## config.mk

```make
export PLATFORM = sky130hd
export DESIGN_NAME = nand_delay_meter_flat
export DESIGN_NICKNAME = d
export VERILOG_FILES = /design/src/rtl/nand_delay_meter_if.sv /design/src/rtl/nand_delay_meter.sv /design/src/flat_wrapper.sv
export SDC_FILE = /design/constraint.sdc
export NUM_CORES = 1
export LEC_CHECK = 0
export CAP_MARGIN = 30
export CORE_MARGIN = 2
export CORE_UTILIZATION = 40
export CTS_CLUSTER_DIAMETER = 60
export DETAILED_ROUTE_END_ITERATION = 10
export MAX_ROUTING_LAYER = met4
export PLACE_DENSITY_LB_ADDON = 0.12
export SYNTH_ARGS = -nofsm -noshare
export SYNTH_HDL_FRONTEND = slang
export SYNTH_SLANG_ARGS = --single-unit
```

## constraint.sdc

```tcl
create_clock -name clk -period 3.37 [get_ports clk]
set_clock_uncertainty 0.05 [all_clocks]
set_input_delay 0.337 -clock clk [delete_from_list [all_inputs] [get_ports clk]]
set_output_delay 0.337 -clock clk [all_outputs]
set_load 0.01 [all_outputs]
```

## src/rtl/nand_delay_meter_if.sv

```systemverilog
// rtl/nand_delay_meter_if.sv - stimulus, observed NAND outputs and measurement results for nand_delay_meter
interface nand_delay_meter_if #(
  parameter int CNT_W = 8
);
  logic             a;
  logic             b;
  logic             w1;
  logic             w3;
  logic             busy;
  logic             done;
  logic             abort;
  logic [CNT_W-1:0] d1;
  logic [CNT_W-1:0] d3;
  logic [CNT_W-1:0] diff;
  logic             d1_slower;
  logic             timeout;
  logic [CNT_W-1:0] max_diff;

  modport master (
    output a, b, w1, w3,
    input  busy, done, abort, d1, d3, diff, d1_slower, timeout, max_diff
  );

  modport slave (
    input  a, b, w1, w3,
    output busy, done, abort, d1, d3, diff, d1_slower, timeout, max_diff
  );
endinterface

```

## src/rtl/nand_delay_meter.sv

```systemverilog
// rtl/nand_delay_meter.sv - measures settle delay of two NAND implementations after each {a,b} change
// Optional max_diff history register is built when NAND_DM_HIST_EN is defined.
module nand_delay_meter #(
  parameter int CNT_W   = 8,
  parameter int TIMEOUT = 200
) (
  input logic               clk,
  input logic               rst,
  nand_delay_meter_if.slave bus
);
  localparam logic [CNT_W-1:0] TMO_K = CNT_W'(TIMEOUT);
  localparam logic [CNT_W-1:0] ONE_K = CNT_W'(1);

  typedef enum logic {IDLE = 1'b0, MEAS = 1'b1} state_t;

  state_t           state, state_next;
  logic [1:0]       prev_ab, ab;
  logic             exp_q, cap1, cap3;
  logic [CNT_W-1:0] k, m1, m3, k_inc, val1, val3, diff_new;
  logic [CNT_W-1:0] d1_q, d3_q, diff_q;
  logic             change, hit1, hit3, got1, got3, finish, tmo;
  logic             done_next, abort_next;
  logic             done_q, abort_q, slower_q, timeout_q;

  always_ff @(posedge clk) begin
    if (rst) state <= IDLE;
    else     state <= state_next;
  end

  always_comb begin
    ab         = {bus.a, bus.b};
    change     = (ab != prev_ab);
    k_inc      = k + ONE_K;
    hit1       = (state == MEAS) && !cap1 && (bus.w1 == exp_q);
    hit3       = (state == MEAS) && !cap3 && (bus.w3 == exp_q);
    got1       = cap1 | hit1;
    got3       = cap3 | hit3;
    // Anything still uncaptured on the final edge reports the timeout value.
    val1       = cap1 ? m1 : (hit1 ? k_inc : TMO_K);
    val3       = cap3 ? m3 : (hit3 ? k_inc : TMO_K);
    diff_new   = (val1 > val3) ? (val1 - val3) : (val3 - val1);
    // A fresh input change always wins over a completing measurement.
    finish     = (state == MEAS) && !change && ((got1 && got3) || (k_inc == TMO_K));
    tmo        = !(got1 && got3);
    done_next  = finish;
    abort_next = (state == MEAS) && change;
    state_next = state;
    if (change)      state_next = MEAS;
    else if (finish) state_next = IDLE;
  end

  always_ff @(posedge clk) begin
    if (rst) begin
      prev_ab   <= 2'b00;
      exp_q     <= 1'b0;
      k         <= '0;
      cap1      <= 1'b0;
      cap3      <= 1'b0;
      m1        <= '0;
      m3        <= '0;
      d1_q      <= '0;
      d3_q      <= '0;
      diff_q    <= '0;
      slower_q  <= 1'b0;
      timeout_q <= 1'b0;
      done_q    <= 1'b0;
      abort_q   <= 1'b0;
    end else begin
      prev_ab <= ab;
      done_q  <= done_next;
      abort_q <= abort_next;
      if (change) begin
        exp_q <= ~(bus.a & bus.b);
        k     <= '0;
        cap1  <= 1'b0;
        cap3  <= 1'b0;
      end else if (state == MEAS) begin
        k <= k_inc;
        if (hit1) begin
          cap1 <= 1'b1;
          m1   <= k_inc;
        end
        if (hit3) begin
          cap3 <= 1'b1;
          m3   <= k_inc;
        end
      end
      // Published results only move on a done, so aborts leave them intact.
      if (finish) begin
        d1_q      <= val1;
        d3_q      <= val3;
        diff_q    <= diff_new;
        slower_q  <= (val1 > val3);
        timeout_q <= tmo;
      end
    end
  end

  assign bus.busy      = (state == MEAS);
  assign bus.done      = done_q;
  assign bus.abort     = abort_q;
  assign bus.d1        = d1_q;
  assign bus.d3        = d3_q;
  assign bus.diff      = diff_q;
  assign bus.d1_slower = slower_q;
  assign bus.timeout   = timeout_q;

`ifdef NAND_DM_HIST_EN
  logic [CNT_W-1:0] max_q;

  always_ff @(posedge clk) begin
    if (rst)                            max_q <= '0;
    else if (finish && diff_new > max_q) max_q <= diff_new;
  end

  assign bus.max_diff = max_q;
`else
  assign bus.max_diff = '0;
`endif
endmodule

```

## src/flat_wrapper.sv

```systemverilog
// flat-port wrapper written by rule: the top's interface ports become plain ports
module nand_delay_meter_flat 
#(
  parameter int CNT_W   = 8,
  parameter int TIMEOUT = 200
)
  (clk, rst, bus_a, bus_b, bus_w1, bus_w3, bus_busy, bus_done, bus_abort, bus_d1, bus_d3, bus_diff, bus_d1_slower, bus_timeout, bus_max_diff);
  nand_delay_meter_if #(.CNT_W(CNT_W)) bus_i ();
  input logic clk;
  input logic rst;
  input wire logic [$bits(bus_i.a)-1:0] bus_a;
  input wire logic [$bits(bus_i.b)-1:0] bus_b;
  input wire logic [$bits(bus_i.w1)-1:0] bus_w1;
  input wire logic [$bits(bus_i.w3)-1:0] bus_w3;
  output wire logic [$bits(bus_i.busy)-1:0] bus_busy;
  output wire logic [$bits(bus_i.done)-1:0] bus_done;
  output wire logic [$bits(bus_i.abort)-1:0] bus_abort;
  output wire logic [$bits(bus_i.d1)-1:0] bus_d1;
  output wire logic [$bits(bus_i.d3)-1:0] bus_d3;
  output wire logic [$bits(bus_i.diff)-1:0] bus_diff;
  output wire logic [$bits(bus_i.d1_slower)-1:0] bus_d1_slower;
  output wire logic [$bits(bus_i.timeout)-1:0] bus_timeout;
  output wire logic [$bits(bus_i.max_diff)-1:0] bus_max_diff;
  assign bus_i.a = bus_a;
  assign bus_i.b = bus_b;
  assign bus_i.w1 = bus_w1;
  assign bus_i.w3 = bus_w3;
  assign bus_busy = bus_i.busy;
  assign bus_done = bus_i.done;
  assign bus_abort = bus_i.abort;
  assign bus_d1 = bus_i.d1;
  assign bus_d3 = bus_i.d3;
  assign bus_diff = bus_i.diff;
  assign bus_d1_slower = bus_i.d1_slower;
  assign bus_timeout = bus_i.timeout;
  assign bus_max_diff = bus_i.max_diff;
  nand_delay_meter #(.CNT_W(CNT_W), .TIMEOUT(TIMEOUT)) u_core (.clk(clk), .rst(rst), .bus(bus_i));
endmodule
```

==> impl_metrics.env, run 1 <==
export IMPL_outcome="finished, final reports clean"
export IMPL_port_buffers=34
export IMPL_fillers=813
export IMPL_switching_share_pct=31.88
export IMPL_slowest_delay_ns=0.37
export IMPL_relSlewSlack_pct=56.29
export IMPL_dieArea_um2=9285
export IMPL_core_um2=8258
export IMPL_intPower_mw=1.241
export IMPL_hold_ws_ns=0.4061
export IMPL_crit_chain="xnor2_2 -> and2_4 -> buf_4 -> a22oi_1 -> inv_1 -> ha_1 -> buf_4 -> o21ai_0 -> a21boi_0 -> o21ai_0 -> a221oi_2 -> a221oi_2 -> a311oi_2 -> and3b_1"
export IMPL_use_met1_pct=26.46
export IMPL_overflow=0
export IMPL_cts_max_level=3
export IMPL_diodes=0
export IMPL_endpoint_kind="flop"
export IMPL_antenna_found_initial=0
export IMPL_io_pins=43
export IMPL_clkSinkCount=58
export IMPL_use_met3_pct=4.150
export IMPL_design_area_um2=4392
export IMPL_cts_tree="built"
export IMPL_postSynthAreaPerCell_um2=8.425
export IMPL_p_comb_share_pct=26.9
export IMPL_vias=3083
export IMPL_worst_pin_slew_ns=0.6488
export IMPL_grtUsageMet2_pct=33.56
export IMPL_layout_commonest_cell="nor2_1"
export IMPL_critPathTopFamily="compound AO/OA/AOI/OAI gates"
export IMPL_seq_area_frac_synth_pct=34.03
export IMPL_die_x_um=96.36
export IMPL_area_delta_synth_final_pct=28.71
export IMPL_p_per_area_nw_per_um2=415.0
export IMPL_drive_above_1_share_pct=20.95
export IMPL_crit_arrival_ns=3.43
export IMPL_layout_common_cells="nor2_1 (59), dfxtp_1 (55), buf_4 (52), clkdlybuf4s50_1 (31), inv_1 (24)"
export IMPL_crit_type="reg -> reg"
export IMPL_ys_warn_count=0
export IMPL_power_static_leakage_nw=1.725
export IMPL_required_ns=3.61
export IMPL_hold_viol=0
export IMPL_cts_hold_buffers=0
export IMPL_vias_per_cell=5.252
export IMPL_fmax_mhz=314.2
export IMPL_drc_errors=0
export IMPL_period_share_pct=94.44
export IMPL_synth_edf_count=0
export IMPL_cts_root_buf="clkbuf_8"
export IMPL_grt_max_degree=30
export IMPL_grt_pass1_wl_mm=14.27
export IMPL_clk_latency_ns=0.35
export IMPL_ys_types=58
export IMPL_max_vdd_ir_drop_mv=0.2551
export IMPL_synth_async_sr_flop_share_pct=0
export IMPL_fin_crit_ns=3.183
export IMPL_path_clk_slew_ns=0.07
export IMPL_crit_path_max_fanout=7
export IMPL_hp_class="in -> reg"
export IMPL_top_usage_layer="met2"
export IMPL_cts_buffer_depth=2
export IMPL_initial_core_util_pct=41.32
export IMPL_netlist_instances=405
export IMPL_ys_ff_latch=58
export IMPL_cap_violations=0
export IMPL_cp_slowest_cell="dfxtp_4"
export IMPL_ant_nets=0
export IMPL_crit_buf_inv=3
export IMPL_grt_usage_pct=20.96
export IMPL_avgRoutedWirePerCell_um=15.10
export IMPL_numCtsBuffers=9
export IMPL_clockPowerShare_pct=33.7
export IMPL_drtIter0Drc=140
export IMPL_setup_violations=0
export IMPL_num_rows=33
export IMPL_dpl_instance_area_um2=4105
export IMPL_maxSlewViolCount=0
export IMPL_cp_start_kind="flop"
export IMPL_p_seq_share_pct=39.4
export IMPL_switching_power_mw=0.5811
export IMPL_synthesis_area_um2=3412
export IMPL_first_pass_iters=4
export IMPL_grt_pass1_vias=2915
export IMPL_nets=499
export IMPL_drt_total_wl_mm=8.861
export IMPL_die_h_um=96.36
export IMPL_place_hpwl_mm=6.622
export IMPL_place_gp_congestion=0.8881
export IMPL_synth_ff_type="dfxtp_1"
## sequential cells by signal (all words and copies together), names as in the netlist
signal	count
u_core.bus.timeout	1
u_core.prev_ab	2
u_core.bus.d1_slower	1
u_core.cap1	1
u_core.bus.abort	1
u_core.exp_q	1
u_core.bus.busy	1
u_core.k	8
u_core.m3	8
u_core.m1	8
u_core.cap3	1
u_core.bus.done	1
u_core.bus.diff	8
u_core.bus.d1	8
u_core.bus.d3	8
## kinds of logic after synthesis
family	count (synthesis)	synth area share, %
buf+inv	57	8.324
fa+ha+maj	16	6.307
simple gates	144	21.45
mux	13	3.851
xor+xnor	16	4.107
compound gates	100	21.82
flops	58	34.03
other cells	1	0.1099
## cell usage after synthesis, drive strengths merged, types with 9 or more instances
library cell	instances	share of area (%)
a21oi	17	2.5
inv	24	2.6
clkbuf	9	0.99
nand2	21	2.3
a211oi	24	5.4
a22oi	9	2.0
buf	24	4.7
dfxtp	58	34
nor2	59	6.5
ha	14	5.1
nor2b	10	1.8
mux2i	12	3.5
o21ai	9	1.3
nand3	12	1.9
## cell type report
class	instances	area [µm²]	share of cell area (%)
multi-input cells	298	2082	47.41
flip-flops and latches	58	1167	26.58
clock inverters	5	38.79	0.8832
inverters	24	90.09	2.051
well taps	105	131.4	2.991
repair buffers	86	730.7	16.64
clock buffers	11	151.4	3.447
## metal layers
metal / vias up / wire length, µm
met2: 58 / 4261
met5: - / 0
met4: 0 / 149
met3: 13 / 297
met1: 1455 / 4152
li1: 1557 / -
## power groups by stage
stage	combinational, mW	sequential, mW	clock, mW
after floorplan	0.285	0.734	0
after global placement	0.435	0.732	0
after detailed placement	0.439	0.732	0
after CTS	0.443	0.717	0.634
after global routing	0.537	0.720	0.668
final	0.490	0.718	0.614
## path summary, 6_finish.rpt
kind / from / endpoint / slack, ns / depth (start not counted)
max: u_core.exp_q / u_core.bus.diff[7] / 0.19 / 14
min: rst / u_core.bus.d1[7] / 0.41 / 2
max reg2reg: u_core.exp_q / u_core.bus.diff[7] / 0.19 / 14
min reg2reg: u_core.bus.d3[5] / u_core.bus.d3[5] / 0.42 / 2
## repair_timing
action / in CTS / in global routing
gates resized for setup: 1 / 20
endpoints found under the setup margin: 3 / 8
hold endpoints to repair: 0 / 0
setup buffers: 0 / 1
pin swaps: 0 / 4
cloned: 0 / 1
## stage by stage
step	setup slack (ns)	power (mW)	util, %	std cells	TNS [ns]
floorplan	0.02103	1.018	-	412	0
global placement	-0.3136	1.167	49.71	569	-2.011
detailed placement	-0.3802	1.172	49.71	569	-2.485
CTS	0.01362	1.794	52.02	585	0
global route	-0.009706	1.925	53.18	587	-0.009706
finish	0.1874	1.823	53.18	587	0
No activity file was read; power rests on OpenSTA's default activity.
==> run 2, diff against run 1 <==
- DONT_BUFFER_PORTS: not set -> 1
- SLEW_MARGIN: not set -> 20
==> run 2 against run 1 <==
Largest cell class unchanged. Total power shrank 0.46%. Highest routed layer unchanged. Maximum frequency shrank 0.68%. Sequential share of layout area grew 2.6 points. Sequential power is essentially flat. Routed wire length shrank 4.4%. Critical path type unchanged. Register-to-register slack lost 0.02 ns. Final cell count shrank 7.7%. Non-clock buffer count shrank 44.
==> impl_metrics.env, run 2 (synthesis results as in run 1) <==
export IMPL_outcome="finished, final reports clean"
export IMPL_vias=2887
export IMPL_power_static_leakage_nw=1.557
export IMPL_grt_pass1_vias=2792
export IMPL_area_delta_synth_final_pct=17.35
export IMPL_antenna_found_initial=0
export IMPL_hold_end="u_core.bus.d1[7]"
export IMPL_ant_nets=0
export IMPL_period_share_pct=95.08
export IMPL_setup_violations=0
export IMPL_dp_cells=521
export IMPL_place_gp_congestion=0.9105
export IMPL_cts_max_level=3
export IMPL_pre_cts_ws_ns=-0.06232
export IMPL_p_per_area_nw_per_um2=453.1
export IMPL_cp_start_kind="flop"
export IMPL_fin_ws_ns=0.1657
export IMPL_grt_max_degree=50
export IMPL_hold_ws_ns=0.01307
export IMPL_required_ns=3.60
export IMPL_cpMostUsedCell="o21ai_1"
export IMPL_initial_core_util_pct=41.32
export IMPL_drc_errors=0
export IMPL_layout_commonest_cell="nor2_1"
export IMPL_drive_above_1_share_pct=20.82
export IMPL_critPathTopFamily="compound AO/OA/AOI/OAI gates"
export IMPL_crit_buf_inv=2
export IMPL_relSlewSlack_pct=44.57
export IMPL_p_comb_share_pct=23.8
export IMPL_min_from="rst"
export IMPL_die_x_um=96.36
export IMPL_crit_path_max_fanout=6
export IMPL_grt_pass1_wl_mm=13.58
export IMPL_final_cells=542
export IMPL_diodes=0
export IMPL_drtIter0Drc=124
export IMPL_switching_share_pct=29.33
export IMPL_crit_chain="ha_2 -> buf_4 -> a22oi_2 -> inv_1 -> ha_1 -> nor2b_1 -> o21ai_1 -> a21boi_1 -> o21ai_1 -> a221oi_1 -> a221oi_2 -> a311oi_2 -> and3b_1"
export IMPL_core_um2=8258
export IMPL_rr_endpoint="u_core.bus.diff[7]"
export IMPL_die_h_um=96.36
export IMPL_cts_tree="built"
export IMPL_port_buffers=0
export IMPL_numCtsBuffers=9
export IMPL_path_clk_slew_ns=0.07
export IMPL_cts_root_buf="clkbuf_8"
export IMPL_nets=454
export IMPL_grt_usage_pct=19.79
export IMPL_slowest_delay_ns=0.43
export IMPL_endpoint_kind="flop"
export IMPL_hold_viol=0
export IMPL_crit_type="reg -> reg"
export IMPL_io_pins=43
export IMPL_clockPowerShare_pct=36.4
export IMPL_num_rows=33
export IMPL_intPower_mw=1.282
export IMPL_dpl_instance_area_um2=3665
export IMPL_avgRoutedWirePerCell_um=15.63
export IMPL_r2r_start="u_core.k[1]"
export IMPL_reg2reg_depth=13
export IMPL_drt_total_wl_mm=8.470
export IMPL_clk_latency_ns=0.34
export IMPL_multi_input_area_um2=2100
export IMPL_design_area_um2=4004
export IMPL_r2r_setup_slack_ns=0.17
export IMPL_switching_power_mw=0.5320
export IMPL_cts_buffer_depth=2
export IMPL_place_hpwl_mm=6.223
export IMPL_hold_depth=1
export IMPL_crit_arrival_ns=3.44
export IMPL_hp_class="in -> reg"
export IMPL_worst_pin_slew_ns=0.8251
export IMPL_p_seq_share_pct=39.7
export IMPL_cap_violations=0
export IMPL_fin_crit_ns=3.204
export IMPL_regArea_um2=1167
export IMPL_layout_common_cells="nor2_1 (59), dfxtp_1 (55), buf_4 (41), inv_1 (24), a211oi_1 (23)"
export IMPL_first_pass_iters=4
export IMPL_finish_utilization_pct=48.48
export IMPL_clkSinkCount=58
export IMPL_maxSlewViolCount=0
export IMPL_vias_per_cell=5.327
export IMPL_fmax_mhz=312.1
export IMPL_fillers=816
export IMPL_max_vdd_ir_drop_mv=0.2468
export IMPL_dieArea_um2=9285
export IMPL_cp_slowest_cell="dfxtp_1"
export IMPL_overflow=0
## run 2: cell count changes in the layout (fill, tap and decap cells not counted), moves of 2 or more
| cell | previous run | this run |
|---|---|---|
| clkdlybuf4s50_1 | 31 | 0 |
| buf_4 | 52 | 41 |
| clkinvlp_4 | 4 | 0 |
| clkbuf_1 | 0 | 3 |
| dlymetal6s2s_1 | 2 | 0 |
| o21ai_0 | 9 | 7 |
| o21ai_1 | 0 | 2 |
## run 2: area by class of cell
type,count,area share (%)
inverters,24,2.250
well taps,105,3.281
repair buffers,42,7.938
flip-flops and latches,58,29.16
multi-input cells,297,52.44
clock inverters,2,0.8750
clock buffers,14,4.063
## run 2: timing repair
action | in CTS | in global routing
endpoints found under the hold margin | 0 | 1
pin swaps | 1 | 7
gates resized for setup | 3 | 26
cloned | 0 | 0
hold buffers | 0 | 1
setup endpoints to repair | 3 | 8
setup buffers | 1 | 3
## run 2: metal layers
metal	vias to the layer above	global-route usage, %	share of wire [%]
met1	1349	25.36	49
met3	12	3.602	3.4
met5	-	-	0
met4	0	7.394	1.5
li1	1469	-	-
met2	57	31.13	46
## run 2: how the worst max path moves through the flow
stage,from,slack [ns],endpoint,depth (start not counted)
floorplan,u_core.exp_q,0.02,u_core.bus.diff[7],15
global placement,u_core.k[1],-0.05,u_core.bus.diff[7],13
detailed placement,u_core.k[1],-0.06,u_core.bus.diff[7],13
CTS,u_core.k[1],0.03,u_core.bus.diff[7],13
global route,u_core.k[1],-0.006,u_core.bus.diff[7],12
finish,u_core.k[1],0.17,u_core.bus.diff[7],13
## run 2: power by group through the flow
stage	clock network (mW)	logic, mW	registers [mW]
6_report	0.661	0.432	0.721
3_5_place_dp	0	0.365	0.735
2_1_floorplan	0	0.285	0.734
3_3_place_gp	0	0.361	0.735
5_1_grt	0.711	0.474	0.723
4_1_cts	0.672	0.382	0.720
## run 2: through the flow
| stage | setup TNS, ns | total power [mW] |
|---|---|---|
| after floorplan | 0 | 1.018 |
| after global placement | -0.04815 | 1.095 |
| after detailed placement | -0.06922 | 1.100 |
| after CTS | 0 | 1.774 |
| after global routing | -0.006319 | 1.908 |
| final | 0 | 1.814 |
==> run 3, diff against run 2 <==
- GPL_ROUTABILITY_DRIVEN: not set -> 0
- SETUP_SLACK_MARGIN: not set -> 0.02
==> run 3 against run 2 <==
Clock power is essentially flat. Sequential power hardly changed. Sequential share of layout area hardly changed. Die area is the same. Largest power group unchanged. Global-route usage did not move. Utilization barely moved.
==> impl_metrics.env, run 3 (synthesis results as in run 1) <==
export IMPL_outcome="finished, final reports clean"
export IMPL_port_buffers=0
export IMPL_reg2reg_depth=16
export IMPL_layout_common_cells="nor2_1 (59), dfxtp_1 (54), buf_4 (41), inv_1 (24), a211oi_1 (23)"
export IMPL_path_clk_slew_ns=0.07
export IMPL_crit_path_max_fanout=6
export IMPL_hold_depth=1
export IMPL_fin_crit_ns=3.148
export IMPL_numCtsBuffers=9
export IMPL_vias_per_cell=5.327
export IMPL_hold_viol=0
export IMPL_rsz0062_at_grt="false"
export IMPL_num_rows=33
export IMPL_endpoint_kind="flop"
export IMPL_vias=2887
export IMPL_grt_pass1_vias=2792
export IMPL_fmax_mhz=317.7
export IMPL_clkSinkCount=58
export IMPL_hold_ws_ns=0.01307
export IMPL_cts_max_level=3
export IMPL_first_pass_iters=4
export IMPL_drt_total_wl_mm=8.470
export IMPL_pre_cts_ws_ns=-0.06232
export IMPL_grt_max_degree=50
export IMPL_grt_usage_pct=19.79
export IMPL_startpoint="u_core.exp_q"
export IMPL_cp_start_kind="flop"
export IMPL_cts_root_buf="clkbuf_8"
export IMPL_power_static_leakage_nw=1.558
export IMPL_hp_class="in -> reg"
export IMPL_overflow=0
export IMPL_dpl_instance_area_um2=3665
export IMPL_hold_end="u_core.bus.d1[7]"
export IMPL_ant_nets=0
export IMPL_avgRoutedWirePerCell_um=15.63
export IMPL_final_cells=542
export IMPL_p_per_area_nw_per_um2=453.0
export IMPL_min_from="rst"
export IMPL_nets=454
export IMPL_slowest_delay_ns=0.37
export IMPL_maxSlewViolCount=0
export IMPL_cp_slowest_cell="dfxtp_4"
export IMPL_drtIter0Drc=124
export IMPL_drc_errors=0
export IMPL_io_pins=43
export IMPL_r2r_setup_slack_ns=0.22
export IMPL_layout_commonest_cell="nor2_1"
export IMPL_drive_above_1_share_pct=21.05
export IMPL_period_share_pct=93.40
export IMPL_area_delta_synth_final_pct=17.38
export IMPL_cap_violations=0
export IMPL_antenna_found_initial=0
export IMPL_final_setup_tns_ns=0
export IMPL_rr_endpoint="u_core.bus.diff[3]"
export IMPL_place_hpwl_mm=6.223
export IMPL_critPathTopFamily="compound AO/OA/AOI/OAI gates"
export IMPL_cts_tree="built"
export IMPL_crit_chain="xnor2_2 -> and2_4 -> buf_4 -> a22oi_1 -> inv_1 -> ha_1 -> and2_1 -> or2_2 -> a21o_1 -> a21oi_2 -> o22ai_2 -> o211ai_1 -> buf_4 -> buf_4 -> o21a_1 -> nor4_2"
export IMPL_die_x_um=96.36
export IMPL_cts_buffer_depth=2
export IMPL_grt_pass1_wl_mm=13.58
export IMPL_dieArea_um2=9285
export IMPL_die_h_um=96.36
export IMPL_crit_buf_inv=4
export IMPL_clk_latency_ns=0.34
export IMPL_max_vdd_ir_drop_mv=0.2468
export IMPL_relSlewSlack_pct=44.57
export IMPL_design_area_um2=4005
export IMPL_r2r_start="u_core.exp_q"
export IMPL_fin_ws_ns=0.2223
export IMPL_finish_utilization_pct=48.50
export IMPL_diodes=0
export IMPL_worst_pin_slew_ns=0.8251
export IMPL_total_power_mw=1.814
export IMPL_dp_cells=521
export IMPL_initial_core_util_pct=41.32
export IMPL_crit_arrival_ns=3.34
export IMPL_core_um2=8258
export IMPL_setup_violations=0
export IMPL_crit_type="reg -> reg"
export IMPL_cpMostUsedCell="buf_4"
export IMPL_required_ns=3.56
==> run 3: cell types whose count changed in the layout (fill, tap and decap cells not counted) <==
cell	previous run	this run
dfxtp_2	2	3
dfxtp_1	55	54
==> run 3: metal layers <==
metal	GRT usage [%]	routed length [µm]
met5	-	0
met4	7.394	129
met3	3.602	289
met2	31.13	3929
met1	25.36	4122
==> run 3: worst register-to-register path: stages (launching register included) <==
cell	delay [ns]
dfxtp_4	0.37
xnor2_2	0.15
and2_4	0.17
buf_4	0.16
a22oi_1	0.24
inv_1	0.07
ha_1	0.30
and2_1	0.17
or2_2	0.27
a21o_1	0.19
a21oi_2	0.15
o22ai_2	0.11
o211ai_1	0.20
buf_4	0.17
buf_4	0.11
o21a_1	0.12
nor4_2	0.05
==> run 3: cell type report <==
cell class	count	area (µm²)
clock buffers	14	162.7
clock inverters	2	35.03
fillers	815	4253
inverters	24	90.09
multi-input cells	297	2100
flip-flops and latches	58	1169
well taps	105	131.4
repair buffers	42	317.8
==> run 3: power by group <==
part	internal, mW	switching [mW]
registers	0.706	0.0152
clock network	0.382	0.279
logic	0.194	0.238
==> run 3: worst max-delay path by stage <==
stage	to	depth (start not counted)
CTS	u_core.bus.diff[7]	13
finish	u_core.bus.diff[3]	16
detailed placement	u_core.bus.diff[7]	13
floorplan	u_core.bus.diff[7]	15
global placement	u_core.bus.diff[7]	13
global route	u_core.bus.diff[1]	16
==> run 3: repair_timing <==
| item | in CTS | in global routing |
|---|---|---|
| setup endpoints to repair | 5 | 8 |
| pin swaps | 1 | 7 |
| hold buffers | 0 | 1 |
| buffers inserted | 1 | 3 |
| hold endpoints to repair | 0 | 1 |
| gates resized for setup | 3 | 27 |
